===== config.mk =====
export PLATFORM = sky130hd
export DESIGN_NAME = button_event_decoder_flat
export DESIGN_NICKNAME = d
export VERILOG_FILES = /design/src/rtl/button_event_decoder_pkg.sv /design/src/rtl/button_event_decoder_if.sv /design/src/rtl/button_event_decoder_sync_2ff.sv /design/src/rtl/button_event_decoder.sv /design/src/flat_wrapper.sv
export SDC_FILE = /design/constraint.sdc
export NUM_CORES = 1
export LEC_CHECK = 0
export CORE_MARGIN = 5
export CORE_UTILIZATION = 25
export DETAILED_ROUTE_END_ITERATION = 10
export GPL_TIMING_DRIVEN = 0
export HOLD_SLACK_MARGIN = 0.15
export PLACE_DENSITY = 0.44
export SLEW_MARGIN = 20
export SYNTH_ARGS = -nofsm -noshare
export SYNTH_HDL_FRONTEND = slang
export SYNTH_SLANG_ARGS = --single-unit

===== constraint.sdc =====
create_clock -name clock -period 1.73 [get_ports clock]
set_input_delay 0.346 -clock clock [delete_from_list [all_inputs] [get_ports clock]]
set_output_delay 0.346 -clock clock [all_outputs]
set_load 0.1 [all_outputs]

===== src/rtl/button_event_decoder_pkg.sv =====
// Shared definitions for the button event decoder: FSM state encoding,
// 50 MHz default timing constants and a parameter range helper.
package button_event_defs;

    typedef enum logic [1:0] {
        IDLE    = 2'd0,
        PRESSED = 2'd1,
        LONG    = 2'd2
    } state_e;

    localparam int unsigned DEFAULT_CNT_W          = 25;
    localparam int unsigned DEFAULT_LONG_PERIODS   = 25_000_000;
    localparam int unsigned DEFAULT_REPEAT_PERIODS = 5_000_000;

    // True when lo <= p <= 2**w - 1.
    function automatic bit period_ok(input longint unsigned p,
                                     input longint unsigned lo,
                                     input int unsigned w);
        return (p >= lo) && (p < (64'd1 << w));
    endfunction

endpackage


===== src/rtl/button_event_decoder_if.sv =====
// Level input and event pulse outputs of the button event decoder.
interface button_event_decoder_if;

    logic level;
    logic press;
    logic release_pulse;
    logic long_press;
    logic repeat_pulse;
    logic held;

    modport master (
        input  level,
        output press,
        output release_pulse,
        output long_press,
        output repeat_pulse,
        output held
    );

    modport slave (
        output level,
        input  press,
        input  release_pulse,
        input  long_press,
        input  repeat_pulse,
        input  held
    );

endinterface


===== src/rtl/button_event_decoder_sync_2ff.sv =====
// Two-flop synchronizer, 1 bit, asynchronous active-low reset to 0.
module sync_2ff (
    input  logic clk,
    input  logic rst_n,
    input  logic d,
    output logic q
);

    logic meta_d, meta_q;
    logic sync_d, sync_q;

    always_comb begin
        meta_d = d;
        sync_d = meta_q;
    end

    always_ff @(posedge clk or negedge rst_n) begin
        if (!rst_n) begin
            meta_q <= 1'b0;
            sync_q <= 1'b0;
        end else begin
            meta_q <= meta_d;
            sync_q <= sync_d;
        end
    end

    assign q = sync_q;

endmodule


===== src/rtl/button_event_decoder.sv =====
// Turns a debounced button level into one-cycle press/release/long-press/
// auto-repeat pulses. Auto-repeat is built only with BUTTON_EVENT_REPEAT_EN.
module button_event_decoder
    import button_event_defs::*;
#(
    parameter int unsigned CNT_W          = DEFAULT_CNT_W,
    parameter int unsigned LONG_PERIODS   = DEFAULT_LONG_PERIODS,
    parameter int unsigned REPEAT_PERIODS = DEFAULT_REPEAT_PERIODS
) (
    input logic                    clock,
    input logic                    reset_n,
    button_event_decoder_if.master bus
);

    if (!period_ok(LONG_PERIODS, 2, CNT_W)) begin : g_bad_long
        $error("LONG_PERIODS outside 2 .. 2**CNT_W-1");
    end
    if (!period_ok(REPEAT_PERIODS, 1, CNT_W)) begin : g_bad_repeat
        $error("REPEAT_PERIODS outside 1 .. 2**CNT_W-1");
    end

    localparam logic [CNT_W-1:0] LONG_TC = CNT_W'(LONG_PERIODS - 1);

    logic lvl_s;

    sync_2ff u_sync (
        .clk   (clock),
        .rst_n (reset_n),
        .d     (bus.level),
        .q     (lvl_s)
    );

    state_e           state_d, state_q;
    logic [CNT_W-1:0] cnt_d, cnt_q;
    logic             press_d, press_q;
    logic             release_d, release_q;
    logic             long_d, long_q;
    logic             held_d, held_q;
`ifdef BUTTON_EVENT_REPEAT_EN
    localparam logic [CNT_W-1:0] REPEAT_TC = CNT_W'(REPEAT_PERIODS - 1);
    logic             repeat_d, repeat_q;
`endif

    // Release is tested first in every held state so it wins over a
    // coincident long/repeat terminal count.
    always_comb begin
        state_d   = state_q;
        cnt_d     = cnt_q;
        press_d   = 1'b0;
        release_d = 1'b0;
        long_d    = 1'b0;
`ifdef BUTTON_EVENT_REPEAT_EN
        repeat_d  = 1'b0;
`endif
        unique case (state_q)
            IDLE: begin
                if (lvl_s) begin
                    state_d = PRESSED;
                    press_d = 1'b1;
                    cnt_d   = '0;
                end
            end
            PRESSED: begin
                if (!lvl_s) begin
                    state_d   = IDLE;
                    release_d = 1'b1;
                    cnt_d     = '0;
                end else if (cnt_q == LONG_TC) begin
                    state_d = LONG;
                    long_d  = 1'b1;
                    cnt_d   = '0;
                end else begin
                    cnt_d = cnt_q + 1'b1;
                end
            end
            LONG: begin
                if (!lvl_s) begin
                    state_d   = IDLE;
                    release_d = 1'b1;
                    cnt_d     = '0;
                end
`ifdef BUTTON_EVENT_REPEAT_EN
                else if (cnt_q == REPEAT_TC) begin
                    repeat_d = 1'b1;
                    cnt_d    = '0;
                end else begin
                    cnt_d = cnt_q + 1'b1;
                end
`else
                else begin
                    cnt_d = '0;
                end
`endif
            end
            default: begin
                state_d = IDLE;
                cnt_d   = '0;
            end
        endcase
        held_d = (state_d != IDLE);
    end

    always_ff @(posedge clock or negedge reset_n) begin
        if (!reset_n) begin
            state_q   <= IDLE;
            cnt_q     <= '0;
            press_q   <= 1'b0;
            release_q <= 1'b0;
            long_q    <= 1'b0;
            held_q    <= 1'b0;
`ifdef BUTTON_EVENT_REPEAT_EN
            repeat_q  <= 1'b0;
`endif
        end else begin
            state_q   <= state_d;
            cnt_q     <= cnt_d;
            press_q   <= press_d;
            release_q <= release_d;
            long_q    <= long_d;
            held_q    <= held_d;
`ifdef BUTTON_EVENT_REPEAT_EN
            repeat_q  <= repeat_d;
`endif
        end
    end

    assign bus.press         = press_q;
    assign bus.release_pulse = release_q;
    assign bus.long_press    = long_q;
    assign bus.held          = held_q;
`ifdef BUTTON_EVENT_REPEAT_EN
    assign bus.repeat_pulse  = repeat_q;
`else
    assign bus.repeat_pulse  = 1'b0;
`endif

endmodule


===== src/flat_wrapper.sv =====
// flat-port wrapper written by rule: the top's interface ports become plain ports
module button_event_decoder_flat import button_event_defs::*;
#(
    parameter int unsigned CNT_W          = DEFAULT_CNT_W,
    parameter int unsigned LONG_PERIODS   = DEFAULT_LONG_PERIODS,
    parameter int unsigned REPEAT_PERIODS = DEFAULT_REPEAT_PERIODS
)
  (clock, reset_n, bus_level, bus_press, bus_release_pulse, bus_long_press, bus_repeat_pulse, bus_held);
  button_event_decoder_if bus_i ();
  input logic clock;
  input logic reset_n;
  input wire logic [$bits(bus_i.level)-1:0] bus_level;
  output wire logic [$bits(bus_i.press)-1:0] bus_press;
  output wire logic [$bits(bus_i.release_pulse)-1:0] bus_release_pulse;
  output wire logic [$bits(bus_i.long_press)-1:0] bus_long_press;
  output wire logic [$bits(bus_i.repeat_pulse)-1:0] bus_repeat_pulse;
  output wire logic [$bits(bus_i.held)-1:0] bus_held;
  assign bus_i.level = bus_level;
  assign bus_press = bus_i.press;
  assign bus_release_pulse = bus_i.release_pulse;
  assign bus_long_press = bus_i.long_press;
  assign bus_repeat_pulse = bus_i.repeat_pulse;
  assign bus_held = bus_i.held;
  button_event_decoder #(.CNT_W(CNT_W), .LONG_PERIODS(LONG_PERIODS), .REPEAT_PERIODS(REPEAT_PERIODS)) u_core (.clock(clock), .reset_n(reset_n), .bus(bus_i));
endmodule

==> reports/qor.yml, run 1 <==
routing:
  num_vias: 1634
  initialDrtViolationCount: 59
  routed_wl_um: 4910
  avgRoutedWirePerCell_um: 14.9
  antenna_left: 0
  drc_errors: 0
  vias_per_cell: 4.95
  drt_pass1_iterations: 4
cts:
  clock_latency_ps: 280
  path_clk_slew_ps: 70
  numClockSinks: 33
  max-clock-path-buffers: 2
  cts_tree: "done"
  numCtsBuffers: 5
  root_buffer: "clkbuf_8"
  htreeDepth: 2
synth:
  syn_area_per_cell_sq_um: 9.58
  ys_types: 45
  synth-seq-area-share_pct: 45.8
  syn_inst: 188
  synth_edf_count: 0
  synth_seq_cells: 33
  ys_async_sr_fraction_pct: 100
  syn_nets: 196
  syn_area_sq_um: 1800
  synth_warnings: 0
  synth-main-ff-cell: "dfrtp_1"
  yosys.area.top_type_share_pct: 45.8
  synth_top_cells_by_area: "dfrtp_1 46%, a31oi_1 5.6%, nand2_1 4.8%, a21oi_1 3.6%, ha_1 3.5%"
  yosysTopAreaCell: "dfrtp_1"
timing:
  hold_viol_final: 0
  setup_violations: 20
  max_freq_mhz: 554
  worstMarginPinSlew_ps: 546
  finClkSkew_ps: 1.83
  rsz0062_at_grt: "yes"
  whs_ps: 351
  finalCriticalPeriod_ps: 1800
  maxSlewHeadroom_pct: 63.8
  finalCritPeriodShare_pct: 104
  fin_ws_ps: -74.6
  slew_viol_final: 0
  fin_setup_tns_ps: -486
outcome:
  outcome: "finished, violations left"
  violations: "setup timing"
pwr:
  ir_drop_uv: 404
  p_leak_uw: 0.00107
  power_density_nw_per_um2: 961
  power_uw: 2380
final_layout:
  finalNonFillerCells: 330
  final_nets: 238
  stdcell_area_sq_um: 2470
  layout-drive-gt1-share_pct: 32.9
  n_fill_cell: 749
  areaGrowthSynthToFinish_pct: 37.4
  multiInputGateArea_sq_um: 1030
  antenna_cells: 0
  ff_latch_area_sq_um: 830
floorplan:
  fp.dieW_um: 94.9
  ios: 8
  initial_utilization_pct: 25.2
  die_h_um: 94.9
  rows: 31
  core_area_sq_um: 7140
  dieArea_sq_um: 9010
worst_setup_path:
  r2r_cells: 7
  cp_slowest_cell: "dfrtp_1"
  r2r-start: "u_core.cnt_q[6]$_DFFE_PN0P_"
  r2r_setup_slack_ps: -70
  crit_family: "simple AND/OR/NAND/NOR gates"
  cp_cell_sequence: "buf_6 -> nor4bb_2 -> and4_4 -> a31oi_4 -> buf_6 -> a21o_1 -> a22o_1"
  worstSetupStartpointType: "flip-flop"
  cp-end-kind: "flip-flop"
  crit_arrival_ps: 1980
  regToRegEndpoint: "u_core.cnt_q[3]$_DFFE_PN0P_"
  cp_max_fo: 5
  crit_top_cell: "buf_6"
  critPathKind: "flip-flop to flip-flop"
  critical_path_buf_inv_count: 2
  critPathMaxStageDelay_ps: 380
  crit_required_ps: 1910
placed_design:
  dp_cells: 294
  port_buffers: 6
  placed_area_sq_um: 2010
  hpwl_um: 3050
  routabilityCongestion: 0.711
grt:
  grt_overflow: 0
  antenna_found_initial: 0
  grt_pass1_vias: 1529
  gr-usage-all-layers_pct: 11.6
  grt_first_pass_wirelength_um: 7880
  grt_start_max_net_pins: 18
hold_path:
  min_path_type: "flip-flop to flip-flop"
  whs_endpoint: "u_core.u_sync.q$_DFF_PN0_"
  hold_start: "u_core.u_sync.meta_q$_DFF_PN0_"
  holdPathStages: 0
job:
  maxCapViolCount: 0
==> kinds of logic (layout without fill, tap and decap cells) <==
group / Yosys count / in the layout / synth area share, %
flip-flops: 33 / 33 / 45.8
XOR/XNOR: 1 / 1 / 0.486
AO/OA/AOI/OAI: 58 / 59 / 21.8
adder cells (fa/ha/maj): 5 / 5 / 3.47
multiplexers: 5 / 5 / 2.85
buffers and inverters: 16 / 58 / 3.96
AND/OR/NAND/NOR: 69 / 69 / 21.4
other: 1 / 1 / 0.208
==> worst max path at each step <==
stage          cells after the start                      endpoint                         start
2_1_floorplan                      7   u_core.cnt_q[3]$_DFFE_PN0P_   u_core.cnt_q[0]$_DFFE_PN0P_
3_3_place_gp                       1  u_core.cnt_q[13]$_DFFE_PN0P_                       reset_n
3_5_place_dp                       7  u_core.cnt_q[14]$_DFFE_PN0P_   u_core.cnt_q[0]$_DFFE_PN0P_
4_1_cts                            7  u_core.cnt_q[14]$_DFFE_PN0P_   u_core.cnt_q[6]$_DFFE_PN0P_
5_1_grt                            5  u_core.cnt_q[23]$_DFFE_PN0P_  u_core.cnt_q[11]$_DFFE_PN0P_
6_report                           7   u_core.cnt_q[3]$_DFFE_PN0P_   u_core.cnt_q[6]$_DFFE_PN0P_
==> report_power, final <==
part / internal [uW] / switching (uW) / leakage [uW] / total [uW]
combinational: 345 / 581 / 0.000580 / 926
sequential: 827 / 42.1 / 0.000445 / 870
clock: 279 / 303 / 0.0000450 / 582
total: 1450 / 926 / 0.00107 / 2380
==> Yosys cell counts, drive strengths merged (3+ instances only) <==
| cell type | n |
|---|---|
| nor3 | 4 |
| a21bo | 4 |
| ha | 5 |
| nor2 | 7 |
| clkbuf | 3 |
| and4 | 3 |
| and3 | 4 |
| a31oi | 17 |
| mux2i | 4 |
| and2 | 4 |
| inv | 6 |
| a41oi | 3 |
| dfrtp | 33 |
| nand2 | 23 |
| nand4 | 6 |
| a21oi | 13 |
| nand3 | 10 |
| buf | 7 |
| o21ai | 9 |
==> state kept, by name, summed over array words and instances (netlist names) <==
name / count
u_core.u_sync.meta_q: 1
u_core.bus.release_pulse: 1
u_core.bus.held: 1
u_core.u_sync.q: 1
u_core.bus.press: 1
u_core.bus.long_press: 1
u_core.cnt_q: 25
u_core.state_q: 2
==> per-stage QoR <==
| stage | setup WS (ps) | utilization (%) |
|---|---|---|
| global route | -122 | 34.7 |
| finish | -74.6 | 34.7 |
| floorplan | 8.16 | - |
| CTS | -67.5 | 33.9 |
| detailed placement | -298 | 28.2 |
| global placement | -517 | 27.9 |
==> layout by cell type, fill, tap and decap left out, drive strengths merged, types with 2 or more instances in the layout <==
| cell type | n |
|---|---|
| a22o | 2 |
| nor2 | 7 |
| clkinv | 2 |
| nand3 | 10 |
| nor3 | 4 |
| nor2b | 2 |
| ha | 5 |
| mux2i | 4 |
| and3 | 4 |
| inv | 6 |
| a31oi | 18 |
| nand2 | 23 |
| clkbuf | 9 |
| and4 | 3 |
| a41oi | 3 |
| buf | 36 |
| nand4 | 6 |
| and2 | 4 |
| nor4bb | 2 |
| clkdlybuf4s15 | 3 |
| a211oi | 2 |
| a21oi | 13 |
| dfrtp | 33 |
| o21ai | 9 |
| a21bo | 4 |
==> layout make-up <==
type                       instances  area share [%]
clock buffer                       6            2.93
sequential                        33            33.5
multi-input combinational        140            41.5
clock inverter                     2           0.404
timing repair buffer              35            12.6
tap                               99            5.01
buffer                             9            3.13
inverter                           6           0.910
==> worst reg2reg max path, cell delays in order (launching register included) <==
cell	delay [ps]
dfrtp_1	380
buf_6	120
nor4bb_2	270
and4_4	320
a31oi_4	130
buf_6	160
a21o_1	150
a22o_1	170
==> layer usage <==
metal / part of all wire [%] / GRT usage, % / routed length (um) / vias up
li1: - / - / - / 787
met1: 48 / 16.0 / 2380 / 805
met2: 47 / 17.7 / 2290 / 31
met3: 3.1 / 2.47 / 153 / 11
met4: 1.8 / 4.09 / 90 / 0
met5: 0 / 0 / 0 / -
==> timing repair <==
action	CTS	global route
gates cloned	4	0
setup buffers	20	4
hold buffers	1	0
endpoints found under the hold margin	16	0
setup endpoints to repair	31	27
gates resized for setup	47	13
pin swaps	17	5
(Power assumes the default switching activity.)
==> run 2: changes to the inputs <==
- ABC_CLOCK_PERIOD_IN_PS: unset -> 1730
==> results of run 2 <==
Final layout, timing and power as in run 1 (identical DEF).
